`src/rtl/note_playback_sequencer_if.sv`:
```
// Note-memory side of the playback sequencer: rewind/advance/mix controls to the
// read-address counter and the note word plus finish flag coming back from it.
//   reader_listen : one-cycle rewind pulse (sequencer -> counter)
//   reader_read   : one-cycle advance pulse (sequencer -> counter)
//   reader_mix    : mix-track limit select, held for the whole playback
//   note_data     : {duration code, note code} at the current address
//   finish        : counter has passed its limit
interface note_playback_sequencer_if #(
    parameter int unsigned NOTE_W = 5,
    parameter int unsigned DUR_W  = 3
);
    logic                    reader_listen;
    logic                    reader_read;
    logic                    reader_mix;
    logic [NOTE_W+DUR_W-1:0] note_data;
    logic                    finish;

    modport master (
        output reader_listen,
        output reader_read,
        output reader_mix,
        input  note_data,
        input  finish
    );

    modport slave (
        input  reader_listen,
        input  reader_read,
        input  reader_mix,
        output note_data,
        output finish
    );
endinterface

```
`src/rtl/note_playback_sequencer.sv`:
```
// Melody playback sequencer: rewinds the note-address counter, fetches each note
// word, sounds it for its encoded number of beats, inserts a silent gap, then
// advances until the counter reports finish.
// Ports:
//   clock, reset      : system clock, asynchronous active-high reset
//   play_req          : start playback (sampled only while idle)
//   mix_req           : mix-track select, latched with an accepted play_req
//   stop_req          : abort playback from any non-idle state
//   rd                : counter/ROM interface (master side)
//   tone_code, tone_en: note code and audible flag to the synthesiser
//   busy              : high whenever not idle
//   done              : one-cycle pulse on normal completion
// Build option: define PLAYBACK_LOOP_EN to restart playback after each pass
// (done still pulses every pass) until stop_req or reset.
module note_playback_sequencer #(
    parameter int unsigned TICK_DIV   = 12500000,
    parameter int unsigned GAP_CYCLES = 2500000,
    parameter int unsigned NOTE_W     = 5,
    parameter int unsigned DUR_W      = 3
) (
    input  logic                         clock,
    input  logic                         reset,
    input  logic                         play_req,
    input  logic                         mix_req,
    input  logic                         stop_req,
    note_playback_sequencer_if.master    rd,
    output logic [NOTE_W-1:0]            tone_code,
    output logic                         tone_en,
    output logic                         busy,
    output logic                         done
);
    localparam int unsigned PRE_W    = (TICK_DIV > 1) ? $clog2(TICK_DIV) : 1;
    localparam int unsigned GAP_W    = (GAP_CYCLES > 1) ? $clog2(GAP_CYCLES) : 1;
    localparam int unsigned PRE_LAST = (TICK_DIV > 0) ? TICK_DIV - 1 : 0;
    localparam int unsigned GAP_LAST = (GAP_CYCLES > 0) ? GAP_CYCLES - 1 : 0;

    typedef enum logic [3:0] {
        S_IDLE,
        S_CLEAR,
        S_FETCH,
        S_PLAY,
        S_GAP,
        S_ADVANCE,
        S_CHECK,
        S_DONE,
        S_STOP
    } state_t;

    state_t             state;
    logic [PRE_W-1:0]   pre_cnt;
    logic [DUR_W-1:0]   beat_cnt;
    logic [DUR_W-1:0]   dur_reg;
    logic [GAP_W-1:0]   gap_cnt;

    logic [NOTE_W-1:0]  word_note;
    logic [DUR_W-1:0]   word_dur;

    assign word_note = rd.note_data[NOTE_W-1:0];
    assign word_dur  = rd.note_data[NOTE_W+DUR_W-1:NOTE_W];

    // Sequencer state, timing counters and all registered outputs.
    always_ff @(posedge clock or posedge reset) begin
        if (reset) begin
            state            <= S_IDLE;
            pre_cnt          <= '0;
            beat_cnt         <= '0;
            dur_reg          <= '0;
            gap_cnt          <= '0;
            rd.reader_listen <= 1'b0;
            rd.reader_read   <= 1'b0;
            rd.reader_mix    <= 1'b0;
            tone_code        <= '0;
            tone_en          <= 1'b0;
            busy             <= 1'b0;
            done             <= 1'b0;
        end else begin
            // Pulse outputs fall back to low unless a transition below raises them.
            rd.reader_listen <= 1'b0;
            rd.reader_read   <= 1'b0;
            done             <= 1'b0;

            // Abort wins over any progress; STOP itself always finishes into IDLE.
            if (stop_req && state != S_IDLE && state != S_STOP) begin
                state            <= S_STOP;
                tone_en          <= 1'b0;
                rd.reader_listen <= 1'b1;
                rd.reader_mix    <= 1'b0;
            end else begin
                case (state)
                    S_IDLE: begin
                        if (play_req) begin
                            state            <= S_CLEAR;
                            rd.reader_listen <= 1'b1;
                            rd.reader_mix    <= mix_req;
                            busy             <= 1'b1;
                        end
                    end
                    S_CLEAR: begin
                        state <= S_FETCH;
                    end
                    S_FETCH: begin
                        tone_code <= word_note;
                        dur_reg   <= word_dur;
                        tone_en   <= (word_note != '0);
                        pre_cnt   <= '0;
                        beat_cnt  <= '0;
                        state     <= S_PLAY;
                    end
                    S_PLAY: begin
                        // Beat count runs 0..dur, so the note lasts (dur+1) beats.
                        if (pre_cnt == PRE_W'(PRE_LAST)) begin
                            pre_cnt <= '0;
                            if (beat_cnt == dur_reg) begin
                                tone_en <= 1'b0;
                                if (GAP_CYCLES == 0) begin
                                    state          <= S_ADVANCE;
                                    rd.reader_read <= 1'b1;
                                end else begin
                                    state   <= S_GAP;
                                    gap_cnt <= '0;
                                end
                            end else begin
                                beat_cnt <= beat_cnt + DUR_W'(1);
                            end
                        end else begin
                            pre_cnt <= pre_cnt + PRE_W'(1);
                        end
                    end
                    S_GAP: begin
                        if (gap_cnt == GAP_W'(GAP_LAST)) begin
                            state          <= S_ADVANCE;
                            rd.reader_read <= 1'b1;
                        end else begin
                            gap_cnt <= gap_cnt + GAP_W'(1);
                        end
                    end
                    S_ADVANCE: begin
                        state <= S_CHECK;
                    end
                    S_CHECK: begin
                        // finish already reflects the advance issued in ADVANCE.
                        if (rd.finish) begin
                            state <= S_DONE;
                            done  <= 1'b1;
`ifndef PLAYBACK_LOOP_EN
                            rd.reader_mix <= 1'b0;
`endif
                        end else begin
                            state <= S_FETCH;
                        end
                    end
                    S_DONE: begin
`ifdef PLAYBACK_LOOP_EN
                        state            <= S_CLEAR;
                        rd.reader_listen <= 1'b1;
`else
                        state <= S_IDLE;
                        busy  <= 1'b0;
`endif
                    end
                    S_STOP: begin
                        state <= S_IDLE;
                        busy  <= 1'b0;
                    end
                    default: begin
                        state         <= S_IDLE;
                        tone_en       <= 1'b0;
                        rd.reader_mix <= 1'b0;
                        busy          <= 1'b0;
                    end
                endcase
            end
        end
    end
endmodule
```
`src/flat_wrapper.sv`:
```
// flat-port wrapper written by rule: the top's interface ports become plain ports
module note_playback_sequencer_flat 
#(
    parameter int unsigned TICK_DIV   = 12500000,
    parameter int unsigned GAP_CYCLES = 2500000,
    parameter int unsigned NOTE_W     = 5,
    parameter int unsigned DUR_W      = 3
)
  (clock, reset, play_req, mix_req, stop_req, tone_code, tone_en, busy, done, rd_reader_listen, rd_reader_read, rd_reader_mix, rd_note_data, rd_finish);
  note_playback_sequencer_if #(.NOTE_W(NOTE_W), .DUR_W(DUR_W)) rd_i ();
  input  logic clock;
  input  logic reset;
  input  logic play_req;
  input  logic mix_req;
  input  logic stop_req;
  output logic [NOTE_W-1:0] tone_code;
  output logic tone_en;
  output logic busy;
  output logic done;
  output wire logic [$bits(rd_i.reader_listen)-1:0] rd_reader_listen;
  output wire logic [$bits(rd_i.reader_read)-1:0] rd_reader_read;
  output wire logic [$bits(rd_i.reader_mix)-1:0] rd_reader_mix;
  input wire logic [$bits(rd_i.note_data)-1:0] rd_note_data;
  input wire logic [$bits(rd_i.finish)-1:0] rd_finish;
  assign rd_reader_listen = rd_i.reader_listen;
  assign rd_reader_read = rd_i.reader_read;
  assign rd_reader_mix = rd_i.reader_mix;
  assign rd_i.note_data = rd_note_data;
  assign rd_i.finish = rd_finish;
  note_playback_sequencer #(.TICK_DIV(TICK_DIV), .GAP_CYCLES(GAP_CYCLES), .NOTE_W(NOTE_W), .DUR_W(DUR_W)) u_core (.clock(clock), .reset(reset), .play_req(play_req), .mix_req(mix_req), .stop_req(stop_req), .rd(rd_i), .tone_code(tone_code), .tone_en(tone_en), .busy(busy), .done(done));
endmodule
```
`config.mk`:
```
export PLATFORM = sky130hd
export DESIGN_NAME = note_playback_sequencer_flat
export DESIGN_NICKNAME = d
export VERILOG_FILES = /design/src/rtl/note_playback_sequencer_if.sv /design/src/rtl/note_playback_sequencer.sv /design/src/flat_wrapper.sv
export SDC_FILE = /design/constraint.sdc
export NUM_CORES = 1
export LEC_CHECK = 0
export BUFFER_PORTS_ARGS = -buffer_cell sky130_fd_sc_hd__buf_2
export CORE_MARGIN = 4
export CORE_UTILIZATION = 42
export CTS_CLUSTER_DIAMETER = 150
export CTS_CLUSTER_SIZE = 28
export DETAILED_ROUTE_END_ITERATION = 8
export PLACE_DENSITY = 0.69
export SLEW_MARGIN = 20
export SYNTH_ARGS = -nofsm -noshare
export SYNTH_HDL_FRONTEND = slang
export SYNTH_SLANG_ARGS = --single-unit
```
`constraint.sdc`:
```
create_clock -name clock -period 3.2 [get_ports clock]
set_input_delay 0.48 -clock clock [delete_from_list [all_inputs] [get_ports clock]]
set_output_delay 0.48 -clock clock [all_outputs]
set_load 0.05 [all_outputs]
```
==> flow_summary.ini <==
[timing]
finalHoldViolCount = 0
setup_ws_ns = 0.7745
rsz0062_at_grt = false
finClkSkew_ns = 0.01218
setup_viol = 0
finalCriticalPeriod_ns = 2.425
worstMarginPinSlew_ns = 0.8284
period_share_pct = 75.80
final_max_slew_viol_count = 0
slew_headroom_pct = 44.31
setup_tns_ns = 0
max_clock_freq_ghz = 0.4123

[yosys]
syn_area_um2 = 3664
ys_seq_elements = 67
avgSynthCellArea_um2 = 9.692
synth_cell_types = 56
yosysWarnings = 0
synth_common_cells = dfrtp_1, nor2_1, nand2_1
synth_fp_nets = 395
synthCells = 378
synthArstFlopShare_pct = 100.0
ys_seq_area_share_pct = 45.77
synth_top_area_cell = dfrtp_1
synth_top_cell_area_share_pct = 45.77
synth.most_common_cell = dfrtp_1
synth_ff_type = dfrtp_1
synth_edf_count = 0
synth_area_leaders = dfrtp_1, xor2_1, nand3_1

[detailed_routing]
wirelength_mm = 7.511
wl_per_cell_um = 14.64
drt_iter0_drc = 218
via_per_inst = 5.764
drcViolationCount = 0
ant_nets = 0
firstDrtPassIters = 4
vias = 2957

[clock_tree]
cts_root_buf = clkbuf_8
numCtsBuffers = 9
clk_pin_slew_ns = 0.08
cts_tree = built
clk_latency_ns = 0.35
htree_levels = 3
clockBufferDepth = 2
cts_setup_buffers = 0
cts_sinks = 67
cts_hold_buf = 0
cts_resized = 0

[critical_path]
worstPathRequired_ns = 3.43
critPathLaunch = u_core.state[0]
path_cells = o31ai_1, and2_1, nand4_2, and2_1, a221o_1
r2r_setup_slack_ns = 0.77
r2r-end = u_core.gap_cnt[10]
r2r_cells = 5
r2r-start = u_core.state[0]
cpMostUsedCell = and2_1
path_class = reg -> reg
slowest_delay_ns = 0.56
critical_path.startpoint_type = flop
worstSetupEndpointType = flop
cp-endpoint = u_core.gap_cnt[10]
cp.arrival_ns = 2.66
crit_fanout = 16
crit_path_top_delay_cell = dfrtp_1

[final_layout]
num_antenna_cells = 0
seqCellArea_um2 = 1677
multiInputGateArea_um2 = 1871
top_register = u_core.pre_cnt
nets = 420
final_area_um2 = 4038
fillers = 782
drive_gt1_share_pct = 15.20
area_growth_pct = 10.21
largest_register_ffs = 24
top_regs = u_core.pre_cnt: 24 flops, u_core.gap_cnt: 22 flops, u_core.tone_code: 5 flops

[floorplanning]
core_area_um2 = 8341
start_util_pct = 43.92
num_rows = 33
die-area_um2 = 10280
ioPinCount = 25
dieWidth_um = 101.4
dieHeight_um = 101.4

[grt]
grt_use_total_pct = 16.30
grt_pass1_vias = 2911
grt_pass1_wl_mm = 13.45
antenna_found_initial = 0
grt_max_degree = 37
grt_overflow = 0

[placement]
place_congestion = 0.8787
dp_hpwl_mm = 5.249
pre_cts_ws_ns = 0.7942
placement.io_buffers = 24
postPlaceCellArea_um2 = 3859

[min_path]
hold_class = in -> async

[power]
p_per_area_nw_per_um2 = 606.5
power.total_mw = 2.449
leakagePower_nw = 1.922
vdd_drop_max_v = 0.0006728

[job]
max_cap_violations = 0

[run_status]
status = complete, no violations
## worst max-delay path, delay by kind of cell (launching register included)
family / cells / cell delay (ns)
simple gates: 3 / 0.82
compound gates: 2 / 0.93
flops: 1 / 0.56
## per-layer routing
| layer | routed length [um] | up-vias | global-route usage, % | share of wire, % |
|---|---|---|---|---|
| met5 | 0 | - | 0 | 0 |
| met4 | 138 | 0 | 7.771 | 1.8 |
| met2 | 3467 | 75 | 23.99 | 46 |
| met1 | 3605 | 1435 | 22.94 | 48 |
| li1 | - | 1436 | - | - |
| met3 | 299 | 11 | 3.444 | 4.0 |
## power by group
| part | total, mW | internal [mW] | switching, mW | leakage (nW) |
|---|---|---|---|---|
| Clock | 0.636 | 0.300 | 0.336 | 0.0843 |
| Combinational | 0.713 | 0.234 | 0.478 | 0.926 |
| Sequential | 1.10 | 0.959 | 0.141 | 0.912 |
| Total | 2.45 | 1.49 | 0.955 | 1.92 |
## final cells by class
class,instances,area share (%)
inverters,6,0.5578
multi-input cells,290,46.33
well taps,105,3.254
clock buffers,10,3.409
repair buffers,29,3.905
flip-flops and latches,67,41.52
clock inverters,6,1.023
## kinds of logic (layout without fill, tap and decap cells)
kind of cell    after synthesis  count (layout)  synth area share (%)
compound gates               58              58                 11.51
xor+xnor                     27              27                 6.455
fa+ha+maj                     3               3                 1.025
buf+inv                      21              51                 3.176
flops                        67              67                 45.77
mux                           9               9                 2.732
simple gates                193             193                 29.34
## worst min-delay path by stage
stage                                endpoint  depth (start not counted)  slack [ns]
after floorplan             u_core.pre_cnt[1]                          2        0.46
after global placement    u_core.tone_code[0]                          1        0.46
after detailed placement  u_core.tone_code[3]                          1        0.47
after CTS                   u_core.pre_cnt[1]                          2        0.28
after global routing        u_core.gap_cnt[0]                          2        0.32
final                       u_core.gap_cnt[1]                          2        0.26
## stage by stage
stage	cells	hold slack (ns)	utilization, %
finish	513	0.2598	48.41
global route	513	0.3220	48.41
CTS	513	0.2766	48.41
detailed placement	497	0.4738	46.26
global placement	497	0.4636	46.26
floorplan	378	0.4645	-
## cells in the final DEF, fill, tap and decap left out, types with 3 or more instances in the layout
cell        instances
buf_4               5
or4_1               5
o21ai_0             8
nor3_1             15
nand2b_1            5
nand3b_1            3
a211o_1            12
xnor2_1             6
clkbuf_8           10
a21oi_1             8
clkinvlp_4          3
mux2_1              8
and2_1              4
inv_1               4
nand3_1            29
o21ai_1             6
a31oi_1             4
dfrtp_1            67
nand2_1            34
nor4_1              6
buf_2              24
and3_1             18
ha_1                3
xor2_1             21
nor2_1             37
nand4_1            16
a21o_1              3
o211a_1             3
nor4_2              3
(Power assumes the default switching activity.)
